==> src/rtl/vga_timing_gen.sv <==
// rtl/vga_timing_gen.sv - 640x480@60 raster timing with sync, blank, frame pulses and tile fields
module vga_timing_gen #(
    parameter int H_VISIBLE = 640,
    parameter int H_FRONT   = 16,
    parameter int H_SYNC    = 96,
    parameter int H_BACK    = 48,
    parameter int V_VISIBLE = 480,
    parameter int V_FRONT   = 10,
    parameter int V_SYNC    = 2,
    parameter int V_BACK    = 33
) (
    input  logic        vga_clk,
    input  logic        reset,
    output logic [9:0]  DrawX,
    output logic [9:0]  DrawY,
    output logic        hs,
    output logic        vs,
    output logic        blank,
    output logic        frame_start,
    output logic        vblank_start,
    output logic [15:0] frame_count,
    output logic [4:0]  tile_col,
    output logic [4:0]  tile_row,
    output logic [4:0]  tile_px,
    output logic [4:0]  tile_py
);

    localparam int H_TOTAL = H_VISIBLE + H_FRONT + H_SYNC + H_BACK;
    localparam int V_TOTAL = V_VISIBLE + V_FRONT + V_SYNC + V_BACK;

    localparam logic [9:0] H_LAST     = 10'(H_TOTAL - 1);
    localparam logic [9:0] V_LAST     = 10'(V_TOTAL - 1);
    localparam logic [9:0] H_VIS      = 10'(H_VISIBLE);
    localparam logic [9:0] V_VIS      = 10'(V_VISIBLE);
    localparam logic [9:0] HS_START   = 10'(H_VISIBLE + H_FRONT);
    localparam logic [9:0] HS_END     = 10'(H_VISIBLE + H_FRONT + H_SYNC);
    localparam logic [9:0] VS_START   = 10'(V_VISIBLE + V_FRONT);
    localparam logic [9:0] VS_END     = 10'(V_VISIBLE + V_FRONT + V_SYNC);

    logic [9:0]  r_hcnt;
    logic [9:0]  r_vcnt;
    logic        r_hs;
    logic        r_vs;
    logic        r_blank;
    logic        r_frame_start;
    logic        r_vblank_start;
    logic [15:0] r_frame_count;

    logic        w_h_wrap;
    logic [9:0]  w_hnext;
    logic [9:0]  w_vnext;
    logic        w_vblank_next;

    // Decode everything from the next position so every output lines up with DrawX/DrawY.
    assign w_h_wrap      = (r_hcnt == H_LAST);
    assign w_hnext       = w_h_wrap ? 10'd0 : r_hcnt + 10'd1;
    assign w_vnext       = w_h_wrap ? ((r_vcnt == V_LAST) ? 10'd0 : r_vcnt + 10'd1) : r_vcnt;
    assign w_vblank_next = (w_hnext == 10'd0) && (w_vnext == V_VIS);

    always_ff @(posedge vga_clk) begin
        if (reset) begin
            r_hcnt         <= H_LAST;
            r_vcnt         <= V_LAST;
            r_hs           <= 1'b1;
            r_vs           <= 1'b1;
            r_blank        <= 1'b0;
            r_frame_start  <= 1'b0;
            r_vblank_start <= 1'b0;
            r_frame_count  <= 16'd0;
        end else begin
            r_hcnt         <= w_hnext;
            r_vcnt         <= w_vnext;
            r_hs           <= !((w_hnext >= HS_START) && (w_hnext < HS_END));
            r_vs           <= !((w_vnext >= VS_START) && (w_vnext < VS_END));
            r_blank        <= (w_hnext < H_VIS) && (w_vnext < V_VIS);
            r_frame_start  <= (w_hnext == 10'd0) && (w_vnext == 10'd0);
            r_vblank_start <= w_vblank_next;
            if (w_vblank_next) begin
                r_frame_count <= r_frame_count + 16'd1;
            end
        end
    end

    assign DrawX        = r_hcnt;
    assign DrawY        = r_vcnt;
    assign hs           = r_hs;
    assign vs           = r_vs;
    assign blank        = r_blank;
    assign frame_start  = r_frame_start;
    assign vblank_start = r_vblank_start;
    assign frame_count  = r_frame_count;
    assign tile_col     = r_hcnt[9:5];
    assign tile_px      = r_hcnt[4:0];
    assign tile_row     = r_vcnt[9:5];
    assign tile_py      = r_vcnt[4:0];

endmodule
==> config.mk <==
export PLATFORM = sky130hd
export DESIGN_NAME = vga_timing_gen
export DESIGN_NICKNAME = d
export VERILOG_FILES = /design/src/rtl/vga_timing_gen.sv
export SDC_FILE = /design/constraint.sdc
export NUM_CORES = 1
export LEC_CHECK = 0
export CORE_MARGIN = 8
export CORE_UTILIZATION = 30
export CTS_CLUSTER_SIZE = 40
export DETAILED_ROUTE_END_ITERATION = 8
export HOLD_SLACK_MARGIN = 0.05
export SYNTH_ARGS = -nofsm -noshare
export SYNTH_HDL_FRONTEND = slang
export SYNTH_SLANG_ARGS = --single-unit
==> constraint.sdc <==
create_clock -name vga_clk -period 3.1 [get_ports vga_clk]
set_clock_uncertainty 0.15 [all_clocks]
set_input_delay 0.775 -clock vga_clk [delete_from_list [all_inputs] [get_ports vga_clk]]
set_output_delay 0.775 -clock vga_clk [all_outputs]
set_load 0.02 [all_outputs]
==> impl_summary.txt <==
----------------------------------------------------
[STA]
  Sum Neg Setup Slack ... 0 ns
  Setup repair after global routing missed its margin ... no
  Final critical delay including setup and external delays ... 2.81 ns
  Fin. Hold Viols ... 0
  Final number of max-transition violations ... 0
  Max Freq ... 356 MHz
  Pin slew with the least headroom to its limit ... 0.904 ns
  Normalized max-slew margin ... 39.7%
  Final critical-path share of the clock period ... 90.5%
  Finish-stage setup viols ... 0

[Global routing]
  First-pass GRT wire length ... 12600 um
  Via count of the first global-routing pass ... 2552
  Overall fraction of global-route tracks in use ... 11.7%
  Met1 Use GR ... 14.1%
  Pin count of the biggest net entering global routing ... 21
  Antenna violations before repair ... 0
  GR Layer Usage met3 ... 3.15%
  Met2 routing resource usage after global routing ... 19.6%
  Grt peak-use layer ... met2
  Total grt overflow ... 0

[Cells and area]
  Leading cell type in the layout, fill and taps excluded ... sky130_fd_sc_hd__clkdlybuf4s50_1
  Number of nets in the layout ... 402
  Footprint of the multi-input gates ... 1790 um^2
  Filler cells ... 1013
  Ant diodes ... 0
  Most frequent cells in the layout ... sky130_fd_sc_hd__clkdlybuf4s50_1, sky130_fd_sc_hd__dfxtp_1, sky130_fd_sc_hd__nor2_1
  Non-filler instance count after layout ... 529
  Area taken by flip-flops and latches ... 821 um^2
  Share of post-route cells with drive strength above 1 ... 12.9%
  Area of all placed cells without fillers ... 3630 um^2
  Layout Area Growth over Synthesis ... 23.3%

[Critical path]
  Number of cells on the worst reg-to-reg path ... 7
  Largest stage delay, worst path ... 0.56 ns
  Largest delay share family, worst path ... simple AND/OR/NAND/NOR gates
  Data required time of the worst path ... 3.14 ns
  Kind of end point of the critical path ... flop
  Number of logic stages on the critical path including buffering ... 7
  Number of buffer and inverter instances along the worst setup path ... 0
  Kind of critical path ... reg -> reg
  Arrival time at the worst endpoint ... 2.85 ns
  Source of the worst register-to-register timing path ... DrawX[1]
  Slowest-stage cell, CP ... sky130_fd_sc_hd__or4_1
  Worst setup endpoint ... frame_count[9]
  CP Max Fanout ... 6
  Reg2Reg Setup Slack ... 0.29 ns
  Critical Path, Cell by Cell ... ha_1 > and4_2 > and3_1 > o21ai_2 > or4_1 > nor4_2 > mux2_1
  Sort of element at the start of the critical path ... flop
  Critical R2R Capture ... frame_count[9]
  Start point of the critical path ... DrawX[1]

[Yosys]
  Biggest area consumer among synthesized cells ... sky130_fd_sc_hd__dfxtp_1
  Nets in the synthesized netlist ... 366
  Netlist Area Pre-Place ... 2950 um^2
  Sequential area share after synthesis ... 27.8%
  Gate count of the mapped netlist ... 360
  Synthesis-stage register bit count ... 41
  Biggest area contributors in the synthesized netlist ... sky130_fd_sc_hd__dfxtp_1, sky130_fd_sc_hd__buf_4, sky130_fd_sc_hd__nor2_1
  Mean post-synth cell area ... 8.19 um^2
  Count of warnings emitted by yosys ... 0
  Most used flip-flop cell after synthesis ... sky130_fd_sc_hd__dfxtp_1
  Count of flip-flops with a built-in enable after synthesis ... 0
  Number of distinct library cell variants in the gate-level netlist after synthesis ... 59
  Asr flop ratio synth ... 0%
  Share of the synthesized area in the top cell type ... 27.8%

[Die]
  Die outline height ... 115 um
  Die Wd ... 115 um
  Initial core utilization ... 30.6%
  Area enclosed by the die boundary ... 13300 um^2
  Number of cell rows ... 36
  Core Region ... 9640 um^2
  Count of boundary I/O pins ... 63

[Clock network]
  Clk sinks ... 41
  Number of buffers inserted by hold repair at cts ... 0
  Post-CTS Repair Setup Buffers ... 0
  Source-to-sink clock delay at the later pin of the worst-skew pair ... 0.30 ns
  TritonCTS buffer count ... 5
  CTS H-Tree Depth ... 2
  TritonCTS clock tree ... done
  CTS clk-pin slew, worst paths ... 0.08 ns
  Worst-case clock buffer depth ... 2
  Clock Tree Root ... sky130_fd_sc_hd__clkbuf_8

[Min path]
  Hold/Removal Path Class ... reg -> reg

[Power and ir drop]
  Static leakage power ... 0.00126 uW
  Peak ir drop on the vdd network ... 282 uV
  Pwr dens ... 686 nW/um^2
  Overall power consumption ... 2490 uW

[Route]
  Final routed DRC violation total ... 0
  Overall via count from detail_route ... 2713
  Remaining number of nets flagged by the antenna check after routing ... 0
  Overall routed net length ... 7730 um
  Number of DRC markers in iteration 0 ... 140
  Average detailed-routed wire length per instance ... 14.6 um
  Via density per instance ... 5.13
  First-pass iteration count of the detailed router ... 4

[Place]
  Number of buffer cells added on primary ports ... 62
  Post-DP Area ... 3550 um^2
  Sum of net half-perimeters after detailed placement ... 5830 um
  Gpl congestion ... 0.839
  Placed Cells incl. Taps ... 522

[Run status]
  Outcome ... finished clean

[Run]
  Max cap viols ... 0

----------------------------------------------------
==> sequential cells by signal (all words and copies together), names as in the netlist <==
| register | cells |
|---|---|
| frame_start | 1 |
| vs | 1 |
| vblank_start | 1 |
| hs | 1 |
| blank | 1 |
| DrawY | 10 |
| frame_count | 16 |
| DrawX | 10 |
==> worst min path at each step <==
stage              startpoint        endpoint  slack [ns]  depth (start not counted)
5_1_grt        frame_count[1]  frame_count[1]        0.43                          2
4_1_cts        frame_count[1]  frame_count[1]        0.39                          2
3_5_place_dp   frame_count[1]  frame_count[1]        0.38                          2
6_report       frame_count[1]  frame_count[1]        0.39                          2
3_3_place_gp   frame_count[1]  frame_count[1]        0.39                          2
2_1_floorplan        DrawX[0]        DrawX[0]        0.43                          1
==> metal layers <==
metal	part of all wire, %	routed length, um	vias to the layer above
met4	1.2	89	0
met5	0	0	-
li1	-	-	1345
met1	45	3470	1289
met2	46	3580	70
met3	7.6	590	9
==> per-stage QoR <==
stage / hold slack [ns] / setup slack (ns) / util (%)
finish: 0.392 / 0.293 / 37.7
global route: 0.433 / 0.0617 / 37.7
CTS: 0.390 / 0.236 / 37.7
detailed placement: 0.375 / 0.263 / 36.8
global placement: 0.385 / 0.292 / 36.8
floorplan: 0.428 / 0.368 / -
==> Yosys cell counts (2+ instances only) <==
library cell and n:
sky130_fd_sc_hd__a211o_1 2, sky130_fd_sc_hd__a21o_1 2, sky130_fd_sc_hd__a21oi_1 13, sky130_fd_sc_hd__a31oi_1 2, sky130_fd_sc_hd__and2_1 6, sky130_fd_sc_hd__and3_1 10
sky130_fd_sc_hd__and4_1 3, sky130_fd_sc_hd__buf_2 10, sky130_fd_sc_hd__buf_4 23, sky130_fd_sc_hd__buf_6 5, sky130_fd_sc_hd__clkbuf_1 10, sky130_fd_sc_hd__dfxtp_1 41
sky130_fd_sc_hd__ha_1 4, sky130_fd_sc_hd__inv_1 5, sky130_fd_sc_hd__mux2_1 11, sky130_fd_sc_hd__mux2_2 3, sky130_fd_sc_hd__nand2_1 23, sky130_fd_sc_hd__nand2b_1 7
sky130_fd_sc_hd__nand3_1 13, sky130_fd_sc_hd__nand3_4 2, sky130_fd_sc_hd__nand4_1 15, sky130_fd_sc_hd__nand4b_1 2, sky130_fd_sc_hd__nor2_1 38, sky130_fd_sc_hd__nor2b_1 15
sky130_fd_sc_hd__nor3_1 6, sky130_fd_sc_hd__nor3b_1 2, sky130_fd_sc_hd__nor4_1 6, sky130_fd_sc_hd__nor4_2 11, sky130_fd_sc_hd__o211ai_1 6, sky130_fd_sc_hd__o21ai_0 12
sky130_fd_sc_hd__o21ai_2 2, sky130_fd_sc_hd__o21bai_1 3, sky130_fd_sc_hd__o31ai_1 4, sky130_fd_sc_hd__or2_2 3, sky130_fd_sc_hd__or3_1 2, sky130_fd_sc_hd__or4_1 6
sky130_fd_sc_hd__xnor2_1 7, sky130_fd_sc_hd__xor2_1 4
==> area by class of cell <==
class                           count  area share [%]
Sequential cell                    41            22.6
Inverter                            5           0.516
Clock buffer                        7            2.38
Tap cell                          133            4.58
Multi-Input combinational cell    265            49.2
Timing Repair Buffer               78            20.7
==> what timing repair did <==
item,4_1_cts,5_1_grt
hold endpoints to repair,0,0
endpoints found under the setup margin,0,1
gates resized for setup,0,1
==> where the power goes <==
group	total, uW	switching [uW]	internal (uW)
clock network	366	189	177
registers	702	115	587
logic	1430	867	559
==> logic make-up (layout without fill, tap and decap cells) <==
family	after synthesis	after routing	synth area share (%)
fa+ha+maj	4	4	1.70
xor+xnor	11	11	3.27
compound gates	59	59	13.8
buf+inv	54	90	11.5
flops	41	41	27.8
simple gates	176	176	36.2
mux	15	15	5.69
==> tightest hold or removal path, cell delays in order, from the launching register on <==
cell	delay, ns
sky130_fd_sc_hd__dfxtp_1	0.36
sky130_fd_sc_hd__nand2b_1	0.08
sky130_fd_sc_hd__mux2i_1	0.06
Note: power is estimated with default switching activity, not from simulation.
